$ cat config.mk
export PLATFORM = sky130hd
export DESIGN_NAME = countdown_timer
export DESIGN_NICKNAME = d
export VERILOG_FILES = /design/src/rtl/countdown_timer.sv
export SDC_FILE = /design/constraint.sdc
export NUM_CORES = 1
export LEC_CHECK = 0
export BUFFER_PORTS_ARGS = -buffer_cell sky130_fd_sc_hd__buf_2
export CAP_MARGIN = 5
export CORE_AREA = 5 5 66 68
export CTS_CLUSTER_SIZE = 40
export DETAILED_ROUTE_END_ITERATION = 10
export DIE_AREA = 0 0 71 73
export GPL_TIMING_DRIVEN = 0
export PLACE_DENSITY = 0.8
export SLEW_MARGIN = 0
export SYNTH_ARGS = -nofsm -noshare
export SYNTH_HDL_FRONTEND = slang
export SYNTH_SLANG_ARGS = --single-unit
$ cat constraint.sdc
create_clock -name clkIn -period 2.98 [get_ports clkIn]
set_input_delay 0.596 -clock clkIn [delete_from_list [all_inputs] [get_ports clkIn]]
set_output_delay 0.596 -clock clkIn [all_outputs]
set_load 0.05 [all_outputs]
$ cat src/rtl/countdown_timer.sv
// countdown_timer: MM:SS BCD countdown with run/pause/load control and a timed alarm
module countdown_timer #(
  parameter int ALARM_TICKS = 5
) (
  input  logic       clkIn,
  input  logic       reset,
  input  logic       tick,
  input  logic       start,
  input  logic       load,
  input  logic [3:0] preset_min_tens,
  input  logic [3:0] preset_min_ones,
  input  logic [3:0] preset_sec_tens,
  input  logic [3:0] preset_sec_ones,
  output logic [3:0] min_tens,
  output logic [3:0] min_ones,
  output logic [3:0] sec_tens,
  output logic [3:0] sec_ones,
  output logic [1:0] state,
  output logic       done,
  output logic       alarm
);
  typedef enum logic [1:0] {IDLE = 2'b00, RUN = 2'b01, PAUSED = 2'b10, DONE = 2'b11} state_t;
  state_t     cur, nxt;
  logic [3:0] mt_n, mo_n, st_n, so_n;
  logic [3:0] l_mt, l_mo, l_st, l_so;
  logic [3:0] d_mt, d_mo, d_st, d_so;
  logic [7:0] cnt, cnt_n, cnt_inc;
  logic       done_n, zero, one, b_so, b_st, b_mo;
  assign state   = cur;
  assign l_mt    = preset_min_tens > 4'd9 ? 4'd9 : preset_min_tens;
  assign l_mo    = preset_min_ones > 4'd9 ? 4'd9 : preset_min_ones;
  assign l_st    = preset_sec_tens > 4'd5 ? 4'd5 : preset_sec_tens;
  assign l_so    = preset_sec_ones > 4'd9 ? 4'd9 : preset_sec_ones;
  assign zero    = {min_tens, min_ones, sec_tens, sec_ones} == 16'h0000;
  assign one     = {min_tens, min_ones, sec_tens, sec_ones} == 16'h0001;
  assign b_so    = sec_ones == 4'd0;
  assign b_st    = b_so && sec_tens == 4'd0;
  assign b_mo    = b_st && min_ones == 4'd0;
  assign d_so    = b_so ? 4'd9 : sec_ones - 4'd1;
  assign d_st    = b_so ? (sec_tens == 4'd0 ? 4'd5 : sec_tens - 4'd1) : sec_tens;
  assign d_mo    = b_st ? (min_ones == 4'd0 ? 4'd9 : min_ones - 4'd1) : min_ones;
  assign d_mt    = b_mo ? min_tens - 4'd1 : min_tens;
  assign cnt_inc = cnt + 8'd1;
  // Register state, digits, alarm counter and the registered done/alarm outputs
  always_ff @(posedge clkIn or negedge reset) begin
    if (!reset) begin
      cur      <= IDLE;
      min_tens <= 4'd0;
      min_ones <= 4'd0;
      sec_tens <= 4'd0;
      sec_ones <= 4'd0;
      cnt      <= 8'd0;
      done     <= 1'b0;
      alarm    <= 1'b0;
    end else begin
      cur      <= nxt;
      min_tens <= mt_n;
      min_ones <= mo_n;
      sec_tens <= st_n;
      sec_ones <= so_n;
      cnt      <= cnt_n;
      done     <= done_n;
      alarm    <= nxt == DONE;
    end
  end
  // Next-state and next-count decisions; load beats start beats tick
  always_comb begin
    nxt    = cur;
    mt_n   = min_tens;
    mo_n   = min_ones;
    st_n   = sec_tens;
    so_n   = sec_ones;
    cnt_n  = cnt;
    done_n = 1'b0;
    case (cur)
      IDLE: begin
        if (load) begin
          {mt_n, mo_n, st_n, so_n} = {l_mt, l_mo, l_st, l_so};
        end else if (start && !zero) begin
          nxt = RUN;
        end
      end
      RUN: begin
        if (start) begin
          nxt = PAUSED;
        end else if (tick) begin
          {mt_n, mo_n, st_n, so_n} = {d_mt, d_mo, d_st, d_so};
          if (one) begin
            nxt    = DONE;
            done_n = 1'b1;
            cnt_n  = 8'd0;
          end
        end
      end
      PAUSED: begin
        if (load) begin
          {mt_n, mo_n, st_n, so_n} = {l_mt, l_mo, l_st, l_so};
          nxt = IDLE;
        end else if (start) begin
          nxt = RUN;
        end
      end
      default: begin
        if (load) begin
          {mt_n, mo_n, st_n, so_n} = {l_mt, l_mo, l_st, l_so};
          nxt = IDLE;
        end else if (start) begin
          nxt = IDLE;
        end else if (tick) begin
          cnt_n = cnt_inc;
          nxt   = cnt_inc == 8'(ALARM_TICKS) ? IDLE : DONE;
        end
      end
    endcase
  end
endmodule

---- Word level (Yosys, flattened, before mapping) ----
Cells that the tools add are included.
word-level totals
  register bits ........................... 28
  word-level logic and storage cells ...... 97
operators by class
  bitwise logic cells ..................... 2
  $add $sub $neg .......................... 5
  equality and inequality tests ........... 12
  reductions and logical operators ........ 17
  multiplexer cells ....................... 49
  magnitude comparators ................... 4
operators by type and width
  cell                   number
  $mux W4                26
  $mux W8                6
  $mux W2                11
  $eq A16 B1 Y1 const B  1
  $logic_not A16 Y1      1
  $pmux W8 S2            1
  $sub A4 B1 Y4 const B  4
  $gt A4 B4 Y1 const B   3
  $logic_not A4 Y1       3
  $ne A2 B2 Y1 const B   6
  $reduce_and A4 Y1      3
  $add A8 B1 Y8 const B  1
  $eq A8 B3 Y1 const B   1
  $pmux W2 S3            1
  $reduce_and A6 Y1      1
  $eq A2 B2 Y1 const B   2
  $gt A4 B3 Y1 const B   1
  $mux W1                4
  $reduce_bool A2 Y1     2
  $logic_and A1 B1 Y1    3
  $reduce_and A3 Y1      1
  $eq A2 B1 Y1 const B   1
  $logic_not A2 Y1       1
  $ne A2 B1 Y1 const B   1
  3 further kinds        4

---- Logic depth before layout (Yosys ltp) ----
  word-level depth ........................ 8
  gate-level depth with buffers ........... 6
  depth with buffers taken out ............ 6

---- Worst setup path before layout ----
OpenSTA, ideal clock, no wires.
  kind .................................... flip-flop to flip-flop
  start point ............................. reg cur[1], in the netlist state[1]
  end point ............................... reg min_ones[0]
  required time ........................... 2,856 ps
  stages on the path, launching flop included .. 7
  path buffers ............................ 2
  arrival ................................. 1,718 ps
  path slack .............................. 1,138 ps
  setup time .............................. 124 ps
  cell sequence ........................... dfrtp_1 > nand2b_1 > clkbuf_1 > a21oi_2 > buf_2 > nor4_1 > a211o_1
between the ends
  word-level cells in the longest chain between the ends .. 3
  elaborated cells between the ends (all ways) .. 7
ends and longest elaborated chain
  item                                                                        RTL line  source
  start: declaration                                                          23        state_t cur, nxt;
  start signal: assignment                                                    56        cur <= nxt;
  $eq A2 B1 Y1 (*)                                                            75        case (cur)
  $ne A2 B2 Y1 (no source line) / $reduce_bool A2 Y1 (equally long branches)  -
  $reduce_and A4 Y1 (no source line)                                          -
  end signal: assignment                                                      58        min_ones <= mo_n;
  end: declaration                                                            15        output logic [3:0] min_ones,
Mark *: on every way between the ends. The rest lies on a longest branch, timed or not.
A chain may end at the register's enable or synchronous reset.

---- Worst setup path in the final report ----
  start point ............................. reg min_tens[0]
  end point ............................... reg cnt[2]
between the ends
  word-level cells in the longest chain between the ends .. 3
ends and longest elaborated chain
  item                                RTL line  source
  start: declaration                  14        output logic [3:0] min_tens,
  start signal: assignment            57        min_tens <= mt_n;
  $eq A16 B1 Y1                       35        assign one = {min_tens, min_ones, sec_tens, sec_ones} == 16'h0001;
  $ne A2 B2 Y1 (no source line)       -
  $reduce_and A6 Y1 (no source line)  -
  end signal: assignment              61        cnt <= cnt_n;
  end: declaration                    27        logic [7:0] cnt, cnt_n, cnt_inc;
Every way passes these cells.

==> results.yml <==
route:
  routedWlPerCell_um: 16.0
  drt_first_iter_violations: 164
  wl_met2_mm: 2.31
  ant_nets: 0
  highest_layer: "met4"
  met3_length_um: 294
  wl_met1_mm: 2.09
  viasPerCell: 6.09
  dr.pass1.iters: 4
  drt-total-wl_mm: 4.76
  route.vias.total: 1808
  drc: 0
floorplan:
  initial_utilization: 0.484
  die_y_um: 73
  die_w_um: 71
  std_cell_rows: 23
  pin_count: 41
  die_area_um2: 5180
  core_um2: 3800
timing:
  post-route-min-period_ps: 1850
  maxSlewViolCount: 0
  slew_headroom: 0.570
  setup_viol: 0
  tns_ps: 0
  worstMarginPinSlew_ps: 646
  grt_setup_unrepaired: "false"
  timing_hold_violations_final: 0
  max_freq_ghz: 0.540
  setup_slack_ps: 1130
  post-route-period-util: 0.621
  clock_skew_ps: 1.96
  worst_hold_slack_ps: 332
place:
  io_buffers: 39
  dpl.hpwl_mm: 3.44
  dp_cells: 294
  post_dp_cell_area_um2: 2090
  gp_congestion: 0.828
  pre_cts_ws_ps: 994
logic_synthesis:
  yosysWarnings: 0
  synth.distinct_cells: 58
  synth_top_area_share: 0.381
  synth_top_cell_by_area: "dfrtp_1"
  syn_inst: 205
  synth-main-ff-cell: "dfrtp_1"
  synth_async_sr_flop_share: 1.00
  synth_nets: 230
  ys_ff_latch: 28
  syn_area_um2: 1840
  synth_area_leaders: "dfrtp_1 38%, nor2_1 4.9%, nand3_1 3.5%"
  synth.avg_cell_area_um2: 8.96
  synth_edf_count: 0
  seq_area_frac_synth: 0.381
final_layout:
  area_growth_pct: 16.3
  final_cells: 297
  final_core_util: 0.562
  layout-drive-gt1-share: 0.243
  finalNetCount: 274
  diodes: 0
  final_area_um2: 2140
power:
  ir_worst_vdd_v: 0.000669
  total_power_mw: 2.05
  power_per_cell_area_nw_per_um2: 959
  leakagePower_nw: 0.977
clock_tree:
  cts_root_buf: "clkbuf_8"
  clkTransAtPathRegs_ps: 100
  postCtsSetupBuffers: 0
  cts_buffers: 3
  cts_tree: "done"
  clk_latency_ps: 280
  htree_levels: 1
  cts.sinks: 28
  cts_buffer_depth: 2
  cts_resized: 0
  ctsHoldBuffers: 0
worst_setup_path:
  path_max_fanout: 7
  crit_type: "flip-flop to flip-flop"
  end_kind: "flip-flop"
  cp.required_ps: 3130
  r2r.worst_path.cells: 6
  arrival_ps: 2010
  start_kind: "flip-flop"
status:
  outcome: "finished, final reports clean"
min_path:
  hp-class: "input port to asynchronous set/reset pin"
global_route:
  grt_start_max_net_pins: 29
  overflow: 0
  grt_pass1_wl_mm: 7.99
  grt_usage: 0.189
  grt_antenna_before_repair: 0
  grt_pass1_vias: 1748
flow_run:
  maxCapViolCount: 0
-- cell usage after synthesis (5+ instances only) --
cell,number
o21ai_1,5
nor2_1,24
nor3_1,8
o211ai_1,6
o22ai_1,5
nand3_1,13
inv_1,14
a21oi_1,9
o31ai_1,5
o21ai_0,7
buf_2,6
dfrtp_1,28
-- layout by cell type (no fill, tap or decap), types with 2 or more instances in the layout --
master	synthesis	routed
a31oi_1	2	2
o21a_1	3	3
a211o_1	2	2
inv_1	14	14
o211ai_1	6	6
a2bb2oi_1	2	2
a21oi_1	9	9
xor2_1	2	2
nand3_1	13	13
nand4_1	4	4
nor4_1	2	2
dfrtp_1	28	28
ha_1	4	4
nor2_1	24	24
a41oi_1	2	2
and3_1	2	2
o22ai_1	5	5
a32oi_1	3	3
or4_1	3	3
or3_1	3	3
nand2b_1	2	2
o21ai_0	7	7
nor3_1	8	8
nand2_1	4	4
buf_2	6	45
o31ai_1	5	5
o21ai_1	5	5
nor4_4	2	2
clkbuf_8	0	3
or2_1	2	2
a211oi_1	3	3
-- final cells by class --
| class | count | area (µm²) |
|---|---|---|
| fillers | 364 | 1660 |
| clock buffers | 3 | 41.3 |
| inverters | 14 | 52.6 |
| multi-input cells | 155 | 1040 |
| plain buffers | 8 | 41.3 |
| well taps | 50 | 62.6 |
| flip-flops and latches | 28 | 701 |
| repair buffers | 39 | 195 |
-- registers in the layout, summed over array words and instances (netlist names) --
register,cells
alarm,1
cnt,8
done,1
min_ones,4
min_tens,4
sec_ones,4
sec_tens,4
state,2
-- path summary, 6_finish.rpt --
kind	startpoint	to	slack (ps)
setup / recovery	min_tens[0]	cnt[2]	1130
hold / removal	reset	cnt[5]	330
setup reg to reg	min_tens[0]	cnt[2]	1130
hold reg to reg	min_tens[3]	min_tens[3]	580
max in group asynchronous	reset	alarm	2230
min in group clkIn	preset_min_tens[0]	min_tens[0]	580
-- where the power goes --
part           switching (mW)  internal, mW
sequential              0.201         0.496
combinational           0.776         0.364
clock                   0.121        0.0910
-- layer usage --
layer | vias up | global-route usage
met3 | 7 | 0.0248
met1 | 851 | 0.247
met5 | - | 0
met2 | 78 | 0.327
li1 | 872 | -
met4 | 0 | 0.0585
-- kinds of logic after synthesis --
family,synth area share
flip-flops,0.381
buffers and inverters,0.0511
AO/OA/AOI/OAI,0.253
adder cells (fa/ha/maj),0.0272
AND/OR/NAND/NOR,0.268
multiplexers,0.00545
XOR/XNOR,0.0143
-- critical path, cell delays in order, from the launching register on --
cell and delay, ps:
dfrtp_1 440, inv_1 100, ha_1 140, nor3b_1 270
nand3_1 230, o31ai_4 410, o211ai_1 130
No activity file was read; power rests on OpenSTA's default activity.
